File: src/rtl/seg_scan_if.sv
// Value-producer to display-driver handshake: one packed hex word plus a per-digit blank mask.
// The producer holds in_valid and its payload until it sees in_ready.
interface seg_scan_if #(
  parameter int NUM_DIGITS = 4
);
  logic                    in_valid;
  logic                    in_ready;
  logic [4*NUM_DIGITS-1:0] in_data;
  logic [NUM_DIGITS-1:0]   in_blank_mask;

  modport master (output in_valid, output in_data, output in_blank_mask, input in_ready);
  modport slave  (input in_valid, input in_data, input in_blank_mask, output in_ready);
endinterface

File: src/rtl/seg_scan_driver.sv
// Time-multiplexed common-anode 7-segment driver with frame-aligned value updates,
// per-digit blanking and leading-zero blanking.
module seg_scan_driver #(
  parameter int NUM_DIGITS = 4,
  parameter int SCAN_DIV   = 1000
) (
  input  logic                  clk,
  input  logic                  rst_n,
  seg_scan_if.slave             in_if,
  input  logic                  lzb_en,
  output logic [6:0]            seg_n,
  output logic [NUM_DIGITS-1:0] an_n
);

  localparam int IW = (NUM_DIGITS > 1) ? $clog2(NUM_DIGITS) : 1;
  localparam int PW = (SCAN_DIV > 1) ? $clog2(SCAN_DIV) : 1;
  localparam int DW = 4 * NUM_DIGITS;
  localparam logic [IW-1:0] IDX_LAST = IW'(NUM_DIGITS - 1);
  localparam logic [PW-1:0] PRE_LAST = PW'(SCAN_DIV - 1);
  localparam logic [6:0]    SEG_DARK = 7'h7F;

  function automatic logic [6:0] hex_to_seg(input logic [3:0] hex);
    logic [6:0] seg;
    case (hex)
      4'h0:    seg = 7'b0000001;
      4'h1:    seg = 7'b1001111;
      4'h2:    seg = 7'b0010010;
      4'h3:    seg = 7'b0000110;
      4'h4:    seg = 7'b1001100;
      4'h5:    seg = 7'b0100100;
      4'h6:    seg = 7'b0100000;
      4'h7:    seg = 7'b0001111;
      4'h8:    seg = 7'b0000000;
      4'h9:    seg = 7'b0000100;
      4'hA:    seg = 7'b0001000;
      4'hB:    seg = 7'b1100000;
      4'hC:    seg = 7'b0110001;
      4'hD:    seg = 7'b1000010;
      4'hE:    seg = 7'b0110000;
      4'hF:    seg = 7'b0111000;
      default: seg = SEG_DARK;
    endcase
    return seg;
  endfunction

  // Index of the most significant nonzero digit; 0 when every digit is zero.
  function automatic logic [IW-1:0] find_msnz(input logic [DW-1:0] digits);
    logic [IW-1:0] pos;
    pos = '0;
    for (int k = 0; k < NUM_DIGITS; k++) begin
      pos = (digits[4*k +: 4] != 4'h0) ? IW'(k) : pos;
    end
    return pos;
  endfunction

  logic [PW-1:0]         presc_r;
  logic [IW-1:0]         idx_r;
  logic [DW-1:0]         disp_r;
  logic [NUM_DIGITS-1:0] disp_mask_r;
  logic [DW-1:0]         pend_data_r;
  logic [NUM_DIGITS-1:0] pend_mask_r;
  logic                  pend_r;
  logic                  ready_r;
  logic [6:0]            seg_r;
  logic [NUM_DIGITS-1:0] an_r;

  logic                  tick_s;
  logic [IW-1:0]         idx_nx_s;
  logic                  frame_s;
  logic                  apply_s;
  logic                  accept_s;
  logic                  pend_nx_s;
  logic [DW-1:0]         disp_nx_s;
  logic [NUM_DIGITS-1:0] mask_nx_s;
  logic [IW-1:0]         msnz_s;
  logic [3:0]            digit_s;
  logic                  mask_bit_s;
  logic                  dark_s;
  logic [6:0]            seg_nx_s;
  logic [NUM_DIGITS-1:0] an_nx_s;

  // Scan timing, handshake and display-value selection for the coming slot.
  always_comb begin
    tick_s    = (presc_r == PRE_LAST);
    idx_nx_s  = (idx_r == IDX_LAST) ? '0 : idx_r + 1'b1;
    frame_s   = tick_s & (idx_nx_s == '0);
    apply_s   = frame_s & pend_r;
    accept_s  = in_if.in_valid & ready_r;
    disp_nx_s = apply_s ? pend_data_r : disp_r;
    mask_nx_s = apply_s ? pend_mask_r : disp_mask_r;
    if (apply_s) begin
      pend_nx_s = 1'b0;
    end else if (accept_s) begin
      pend_nx_s = 1'b1;
    end else begin
      pend_nx_s = pend_r;
    end
  end

  // Decode of the digit that becomes visible at the next tick, using the value live after it.
  always_comb begin
    msnz_s     = find_msnz(disp_nx_s);
    digit_s    = 4'h0;
    mask_bit_s = 1'b0;
    an_nx_s    = '1;
    for (int k = 0; k < NUM_DIGITS; k++) begin
      digit_s    = (idx_nx_s == IW'(k)) ? disp_nx_s[4*k +: 4] : digit_s;
      mask_bit_s = (idx_nx_s == IW'(k)) ? mask_nx_s[k] : mask_bit_s;
      an_nx_s[k] = (idx_nx_s == IW'(k)) ? 1'b0 : 1'b1;
    end
    // Digit 0 can never exceed msnz, so LZB leaves it lit.
    dark_s   = mask_bit_s | (lzb_en & (idx_nx_s > msnz_s));
    seg_nx_s = dark_s ? SEG_DARK : hex_to_seg(digit_s);
  end

  // Prescaler, scan index and registered pin outputs.
  always_ff @(posedge clk or negedge rst_n) begin
    if (!rst_n) begin
      presc_r <= '0;
      idx_r   <= IDX_LAST;
      seg_r   <= SEG_DARK;
      an_r    <= '1;
    end else if (tick_s) begin
      presc_r <= '0;
      idx_r   <= idx_nx_s;
      seg_r   <= seg_nx_s;
      an_r    <= an_nx_s;
    end else begin
      presc_r <= presc_r + 1'b1;
    end
  end

  // Pending slot, displayed value and ready flag.
  always_ff @(posedge clk or negedge rst_n) begin
    if (!rst_n) begin
      pend_data_r <= '0;
      pend_mask_r <= '0;
      pend_r      <= 1'b0;
      ready_r     <= 1'b1;
      disp_r      <= '0;
      disp_mask_r <= '0;
    end else begin
      if (accept_s) begin
        pend_data_r <= in_if.in_data;
        pend_mask_r <= in_if.in_blank_mask;
      end
      pend_r      <= pend_nx_s;
      ready_r     <= ~pend_nx_s;
      disp_r      <= disp_nx_s;
      disp_mask_r <= mask_nx_s;
    end
  end

  assign seg_n          = seg_r;
  assign an_n           = an_r;
  assign in_if.in_ready = ready_r;

endmodule

File: src/flat_wrapper.sv
// flat-port wrapper written by rule: the top's interface ports become plain ports
module seg_scan_driver_flat 
#(
  parameter int NUM_DIGITS = 4,
  parameter int SCAN_DIV   = 1000
)
  (clk, rst_n, lzb_en, seg_n, an_n, in_if_in_valid, in_if_in_data, in_if_in_blank_mask, in_if_in_ready);
  seg_scan_if #(.NUM_DIGITS(NUM_DIGITS)) in_if_i ();
  input  logic clk;
  input  logic rst_n;
  input  logic lzb_en;
  output logic [6:0] seg_n;
  output logic [NUM_DIGITS-1:0] an_n;
  input wire logic [$bits(in_if_i.in_valid)-1:0] in_if_in_valid;
  input wire logic [$bits(in_if_i.in_data)-1:0] in_if_in_data;
  input wire logic [$bits(in_if_i.in_blank_mask)-1:0] in_if_in_blank_mask;
  output wire logic [$bits(in_if_i.in_ready)-1:0] in_if_in_ready;
  assign in_if_i.in_valid = in_if_in_valid;
  assign in_if_i.in_data = in_if_in_data;
  assign in_if_i.in_blank_mask = in_if_in_blank_mask;
  assign in_if_in_ready = in_if_i.in_ready;
  seg_scan_driver #(.NUM_DIGITS(NUM_DIGITS), .SCAN_DIV(SCAN_DIV)) u_core (.clk(clk), .rst_n(rst_n), .in_if(in_if_i), .lzb_en(lzb_en), .seg_n(seg_n), .an_n(an_n));
endmodule
File: config.mk
export PLATFORM = sky130hd
export DESIGN_NAME = seg_scan_driver_flat
export DESIGN_NICKNAME = d
export VERILOG_FILES = /design/src/rtl/seg_scan_if.sv /design/src/rtl/seg_scan_driver.sv /design/src/flat_wrapper.sv
export SDC_FILE = /design/constraint.sdc
export NUM_CORES = 1
export LEC_CHECK = 0
export ABC_AREA = 0
export BUFFER_PORTS_ARGS = -buffer_cell sky130_fd_sc_hd__buf_2
export CAP_MARGIN = 30
export CORE_ASPECT_RATIO = 1.75
export CORE_MARGIN = 4
export CORE_UTILIZATION = 40
export CTS_CLUSTER_SIZE = 12
export DETAILED_ROUTE_END_ITERATION = 12
export PLACE_DENSITY = 0.63
export SLEW_MARGIN = 20
export SYNTH_ARGS = -nofsm -noshare
export SYNTH_HDL_FRONTEND = slang
export SYNTH_SLANG_ARGS = --single-unit
File: constraint.sdc
create_clock -name clk -period 7.6 [get_ports clk]
set_input_delay 1.14 -clock clk [delete_from_list [all_inputs] [get_ports clk]]
set_output_delay 1.14 -clock clk [all_outputs]
set_load 0.02 [all_outputs]
==> results of run 1 <==
-- layout by cell type, fill, tap and decap left out, drive strengths merged, types with 11 or more instances in the layout --
cell	instances
dfrtp	51
nand2	38
buf	37
mux2	26
inv	25
o21ai	18
nor2	15
dfstp	14
ha	13
mux2i	11
clkbuf	11
-- kinds of logic after synthesis --
| group | synth area share, % |
|---|---|
| AOI/OAI and AO/OA | 14.4 |
| xor gates and xnor gates | 1.56 |
| DFF | 48.9 |
| adders and majority gates | 4.84 |
| buffers and inverters | 3.84 |
| and+or+nand+nor | 13.6 |
| muxes | 12.8 |
-- per-stage QoR --
step                      power [W]  hold WS (ps)  utilization [%]  cell area (um^2)
after floorplan            0.000447           433                -              3360
after global placement     0.000473           443             44.0              3630
after detailed placement   0.000476           460             44.0              3630
after CTS                  0.000889           467             47.5              3930
after global routing       0.000916           485             47.5              3930
final                      0.000877           462             47.5              3930
-- report_power, final --
part,switching [W],internal (W),total (W)
Combinational,0.0000218,0.0000348,0.0000566
Sequential,0.0000243,0.000387,0.000411
Clock,0.000147,0.000262,0.000409
-- per-layer routing --
metal | up-vias | routed length, um | GRT usage [%] | part of all wire [%]
met3 | 12 | 288 | 3.89 | 3.9
met1 | 1188 | 2940 | 17.9 | 39
met4 | 0 | 185 | 8.28 | 2.5
li1 | 1177 | - | - | -
met5 | - | 0 | 0 | 0
met2 | 45 | 4040 | 28.9 | 54
-- cell type report --
class / instances / area share, %
Timing Repair Buffer: 37 / 4.84
Clock inverter: 5 / 1.37
Sequential cell: 65 / 41.9
Inverter: 25 / 2.39
Multi-Input combinational cell: 209 / 40.4
Clock buffer: 11 / 6.18
Tap cell: 92 / 2.93
-- sequential cells by signal, summed over array words and instances (netlist names) --
signal and count:
u_core.an_n 4, u_core.disp_mask_r 4, u_core.disp_r 16, u_core.idx_r 2, u_core.in_if.in_ready 1, u_core.pend_data_r 16, u_core.pend_mask_r 4, u_core.pend_r 1
u_core.presc_r 10, u_core.seg_n 7
-- worst paths after layout --
kind	startpoint	to	cells past startpoint	slack [ps]
worst max-delay path	u_core.idx_r[0]$_DFFE_PN1N_	u_core.seg_n[3]$_DFFE_PN1N_	15	3300
worst min-delay path	u_core.presc_r[0]$_DFF_PN0_	u_core.presc_r[0]$_DFF_PN0_	1	460
worst max register to register	u_core.idx_r[0]$_DFFE_PN1N_	u_core.seg_n[3]$_DFFE_PN1N_	15	3300
worst min register to register	u_core.presc_r[0]$_DFF_PN0_	u_core.presc_r[0]$_DFF_PN0_	1	460
max in group asynchronous	rst_n	u_core.disp_mask_r[0]$_DFF_PN0_	2	6080
min in group asynchronous	rst_n	u_core.presc_r[4]$_DFF_PN0_	2	980
==> out/qor.yml, run 1 <==
finish:
  fin_cells: 444
  fillerInstances: 789
  multi_input_comb_area_um2: 1590
  final_layout_size_suffix_gt1_share_pct: 29.5
  seqCellArea_um2: 1640
  area_growth_pct: 16.9
  fin_nets: 384
  antennaDiodeCount: 0
floorplan:
  die_h_um: 129
  ioPinCount: 36
  initial_utilization_pct: 40.7
  row_count: 44
  chipWidth_um: 77.3
  die_area_um2: 9990
  placeableCoreArea_um2: 8260
drt:
  avgRoutedWirePerCell_um: 16.8
  drtIter0Drc: 144
  detail_route.drc_violations: 0
  avgViaCountPerCell: 5.45
  wl_um: 7450
  drt.antenna.violating_nets: 0
  detail_route.first_pass.iterations: 4
  via_count: 2422
yosys:
  syn_avg_cell_area_um2: 11.0
  postSynth.asyncResetShare_pct: 100
  synth-seq-cells: 65
  synth.cell_area_um2: 3360
  synth.net_count: 343
  post-synth-top-area-cell: "dfrtp_1"
  synth.yosys.seq_area_share_pct: 48.9
  prevailing_post_synth_register_cell: "dfrtp_1"
  synth_top_cell_area_share_pct: 38.0
  synth.area.top_cells: "dfrtp_1 (38%), dfstp_2 (11%), mux2_2 (8.7%)"
  yosys_warnings: 0
  synthCells: 306
  synth_top_cells_by_count: "dfrtp_1 (51), nand2_1 (38), mux2_2 (26)"
  number_of_flops_mapped_to_enable_cells_by_yosys: 0
  yosysMostFrequentCell: "dfrtp_1"
  synthDistinctLibCells: 58
setup_path:
  worstPathRequired_ps: 7810
  end_kind: "flop"
  critical_path_arrival_ps: 4510
  crit_family: "simple AND/OR/NAND/NOR gates"
  crit_path_max_incr_delay_ps: 570
  critPathMaxFanout: 18
  cp-start-kind: "flop"
  slowest_stage: "dfstp_2"
  critPathKind: "flop to flop"
  worstPathBufferInverterCount: 1
  critical_path.cell_chain: "ha_1 -> and2_1 -> nand4_2 -> mux2i_1 -> inv_1 -> or4_1 -> o21bai_1 -> ha_1 -> nand2_1 -> nand2_1 -> o21ai_1 -> o21bai_1 -> o22a_1 -> a2111oi_0 -> a311oi_1"
clocking:
  cts-root-buf: "clkbuf_16"
  numClockSinks: 65
  cts.htree.levels: 3
  clk_transition_reported_paths_ps: 50
  clock_insertion_delay_worst_skew_ps: 330
  post-cts-setup-buffer-count: 0
  clock_tree_buf_depth: 2
  cts_hold_repair.buffers: 0
  postCtsResizedCells: 0
  cts-buffers-inserted: 9
  cts_tree: "yes"
timing:
  maxClockFrequency_ghz: 0.233
  post-route-period-util_pct: 56.5
  finalMaxSlewViolations: 0
  layout_min_cycle_time_ps: 4300
  final-setup-viol-count: 0
  tightest_slew_ps: 827
  timing_hold_violations_final: 0
  relSlewSlack_pct: 44.7
  unrepaired_setup_endpoints_after_global_routing: "no"
  setup_ws_ps: 3300
  final.setup_skew_ps: 7.56
  setup-tns-final_ps: 0
global_routing:
  global_route.overflow_total: 0
  groute.usage.overall_pct: 16.2
  first_pass_grt_wire_length_um: 12400
  grt_start_max_net_pins: 66
  number_of_antenna_violations_at_the_first_check_in_global_routing: 0
  vias_in_the_first_global_route: 2486
power_and_ir_drop:
  power_per_cell_area_nw_per_um2: 223
  p_leak_nw: 1.95
  power.ir.vdd_worst_mv: 0.109
flow_run:
  cap_violations: 0
placement:
  post_place_cells: 428
  gp_congestion: 0.853
  detailedPlace.worstSlack_ps: 3330
  post_dp_hpwl_um: 5490
  numPortBuffers: 35
outcome:
  run_status: "completed"
hold_path:
  hold_path_class: "flop to flop"
Power figures use the tool's default switching activity.
==> inputs of run 2 (changes only) <==
Settings changed: ABC_AREA 0 to 1.
Clock period 7.6 ns to 4.36 ns, I/O delays scaled along.
==> run 2 against run 1 <==
Effect of this change: sequential cell count unchanged; clock power rose by 59%; clock-buffer cell count grew 5; highest routed layer unchanged; combinational power down 55%.
==> out/qor.yml, run 2 <==
flow_run:
  cap_violations: 0
global_routing:
  number_of_antenna_violations_at_the_first_check_in_global_routing: 0
  global_route.overflow_total: 0
  groute.usage.overall_pct: 15.8
  grt_start_max_net_pins: 40
  first_pass_grt_wire_length_um: 12200
  vias_in_the_first_global_route: 2654
yosys:
  synth_top_cell_area_share_pct: 38.3
  syn_avg_cell_area_um2: 8.49
  synthCells: 392
  synth_top_cells_by_count: "nand2_1 (87), inv_1 (59), dfrtp_1 (51)"
  yosysMostFrequentCell: "nand2_1"
  yosys_warnings: 0
  number_of_flops_mapped_to_enable_cells_by_yosys: 0
  synthDistinctLibCells: 35
  postSynth.asyncResetShare_pct: 100
  prevailing_post_synth_register_cell: "dfrtp_1"
  post-synth-top-area-cell: "dfrtp_1"
  synth.cell_area_um2: 3330
  synth-seq-cells: 65
  synth.area.top_cells: "dfrtp_1 (38%), dfstp_2 (11%), nand2_1 (9.8%)"
  synth.net_count: 429
  synth.yosys.seq_area_share_pct: 49.4
drt:
  route.met3.wl_um: 289
  drtIter0Drc: 120
  drt.antenna.violating_nets: 0
  avgRoutedWirePerCell_um: 13.0
  detail_route.drc_violations: 0
  met2_wirelength_um: 3650
  wirelength_met1_um: 2710
  wl_um: 6880
  avgViaCountPerCell: 4.98
  detail_route.first_pass.iterations: 4
  route.top_layer_used: "met4"
  via_count: 2630
clocking:
  cts_tree: "yes"
  clock_insertion_delay_worst_skew_ps: 330
  cts.htree.levels: 3
  clock_tree_buf_depth: 2
  post-cts-setup-buffer-count: 0
  clk_transition_reported_paths_ps: 50
  cts_hold_repair.buffers: 0
  cts-root-buf: "clkbuf_16"
  postCtsResizedCells: 0
  cts-buffers-inserted: 9
  numClockSinks: 65
setup_path:
  worst_r2r_startpoint: "u_core.idx_r[0]$_DFFE_PN1N_"
  critPathKind: "flop to flop"
  worstPathRequired_ps: 4620
  end_kind: "flop"
  critPathMaxFanout: 28
  reg2reg_path_depth: 20
  cp-start-kind: "flop"
  timing.critical_path.from: "u_core.idx_r[0]$_DFFE_PN1N_"
  critical_path.cell_chain: "ha_1 -> nand4_4 -> inv_2 -> nand2_1 -> o21ai_0 -> inv_1 -> nor2_1 -> nand3_1 -> nor2_1 -> ha_1 -> inv_1 -> nor2_1 -> o211ai_1 -> nand3_1 -> clkinv_1 -> nand2_2 -> nor2_2 -> nand3_1 -> nand2_1 -> inv_1"
  critical_path_depth: 20
  slowest_stage: "dfstp_2"
  worstPathBufferInverterCount: 5
  critical_path_arrival_ps: 3610
  crit_path_max_incr_delay_ps: 570
  crit_family: "simple AND/OR/NAND/NOR gates"
  timing.reg2reg.setup_slack_ps: 1010
power_and_ir_drop:
  power_frac_comb_pct: 2.0
  power_per_cell_area_nw_per_um2: 329
  power.ir.vdd_worst_mv: 0.251
  post-layout-total-power_w: 0.00128
  power.sequential.fraction_pct: 47.3
  share_clk_of_total_power_pct: 50.8
  p_leak_nw: 2.11
  total_internal_power_w: 0.00103
  power_switching_w: 0.000248
  sw_frac_of_total_pct: 19.4
timing:
  post-route-period-util_pct: 76.9
  setup_ws_ps: 1010
  final.hold.worst_slack_ps: 297
  finalMaxSlewViolations: 0
  final.setup_skew_ps: 3.88
  timing_hold_violations_final: 0
  layout_min_cycle_time_ps: 3350
  tightest_slew_ps: 506
  final-setup-viol-count: 0
  maxClockFrequency_ghz: 0.298
  relSlewSlack_pct: 66.2
  setup-tns-final_ps: 0
  unrepaired_setup_endpoints_after_global_routing: "no"
placement:
  placedInstanceArea_um2: 3590
  post_dp_hpwl_um: 5300
  gp_congestion: 0.895
  numPortBuffers: 35
  detailedPlace.worstSlack_ps: 1020
floorplan:
  chipWidth_um: 77.0
  die_h_um: 129
  die_area_um2: 9900
  placeableCoreArea_um2: 8020
  ioPinCount: 36
  initial_utilization_pct: 41.5
  row_count: 43
finish:
  layout.cells.most_common_list: "nand2_1 (87), inv_1 (59), dfrtp_1 (51)"
  area_growth_pct: 16.9
  finish.instance_area_um2: 3890
  biggestRegsByFlops: "u_core.disp_r x16, u_core.pend_data_r x16, u_core.presc_r x10"
  final_layout_size_suffix_gt1_share_pct: 22.4
  antennaDiodeCount: 0
  fin_nets: 470
  mostFrequentLayoutCell: "nand2_1"
  fillerInstances: 773
outcome:
  run_status: "completed"
hold_path:
  hold_path_class: "input port to asynchronous set/reset pin"
==> run 2: cell count changes after synthesis, moves of 8 or more <==
| cell | previous run | this run |
|---|---|---|
| nand2_1 | 38 | 87 |
| inv_1 | 24 | 59 |
| nand3_1 | 7 | 34 |
| nor2_1 | 15 | 32 |
| mux2_2 | 26 | 10 |
| mux2i_1 | 11 | 0 |
| or2_2 | 1 | 9 |
==> run 2: area by class of cell <==
cell class | instances | area, um^2 | share of cell area [%]
flip-flops and latches | 65 | 1640 | 42.3
well taps | 90 | 113 | 2.89
repair buffers | 38 | 225 | 5.79
multi-input cells | 254 | 1390 | 35.8
clock buffers | 16 | 272 | 6.98
inverters | 65 | 244 | 6.27
==> run 2: kinds of logic after synthesis <==
family | count (synthesis) | share of synthesized area, %
adder cells (fa/ha/maj) | 13 | 4.89
AND/OR/NAND/NOR | 188 | 25.9
flip-flops | 65 | 49.4
multiplexers | 10 | 3.38
XOR/XNOR | 1 | 0.263
buffers and inverters | 73 | 8.72
AO/OA/AOI/OAI | 42 | 7.48
==> run 2: stage by stage <==
step	std cells	util [%]
finish	528	48.5
global route	528	48.5
CTS	527	48.2
detailed placement	511	44.8
global placement	510	44.6
floorplan	392	-
==> run 2: power groups by stage <==
stage | combinational, W | sequential [W] | clock [W]
CTS | 0.0000237 | 0.000605 | 0.000667
global route | 0.0000294 | 0.000604 | 0.000699
detailed placement | 0.0000236 | 0.000614 | 0
finish | 0.0000252 | 0.000605 | 0.000649
global placement | 0.0000230 | 0.000614 | 0
floorplan | 0.000000454 | 0.000615 | 0
==> run 2: path summary, 6_finish.rpt <==
| check | endpoint |
|---|---|
| max in group asynchronous | u_core.idx_r[1]$_DFFE_PN1N_ |
| setup / recovery | u_core.seg_n[3]$_DFFE_PN1N_ |
| hold / removal | u_core.presc_r[5]$_DFF_PN0_ |
| setup reg to reg | u_core.seg_n[3]$_DFFE_PN1N_ |
| min in group clk | u_core.presc_r[8]$_DFF_PN0_ |
| hold reg to reg | u_core.presc_r[8]$_DFF_PN0_ |
==> run 2: worst reg2reg max path, cell delays in order (launching register included) <==
cell	delay [ps]
dfstp_2	570
ha_1	310
nand4_4	390
inv_2	380
nand2_1	90
o21ai_0	120
inv_1	90
nor2_1	90
nand3_1	90
nor2_1	130
ha_1	240
inv_1	60
nor2_1	30
o211ai_1	150
nand3_1	100
clkinv_1	70
nand2_2	80
nor2_2	130
nand3_1	70
nand2_1	60
inv_1	40
==> run 2: routing by layer <==
metal  track usage (%)  up-vias
met5                 0        -
met3              3.43       15
li1                  -     1321
met1              16.4     1235
met4              9.07        0
met2              29.0       59
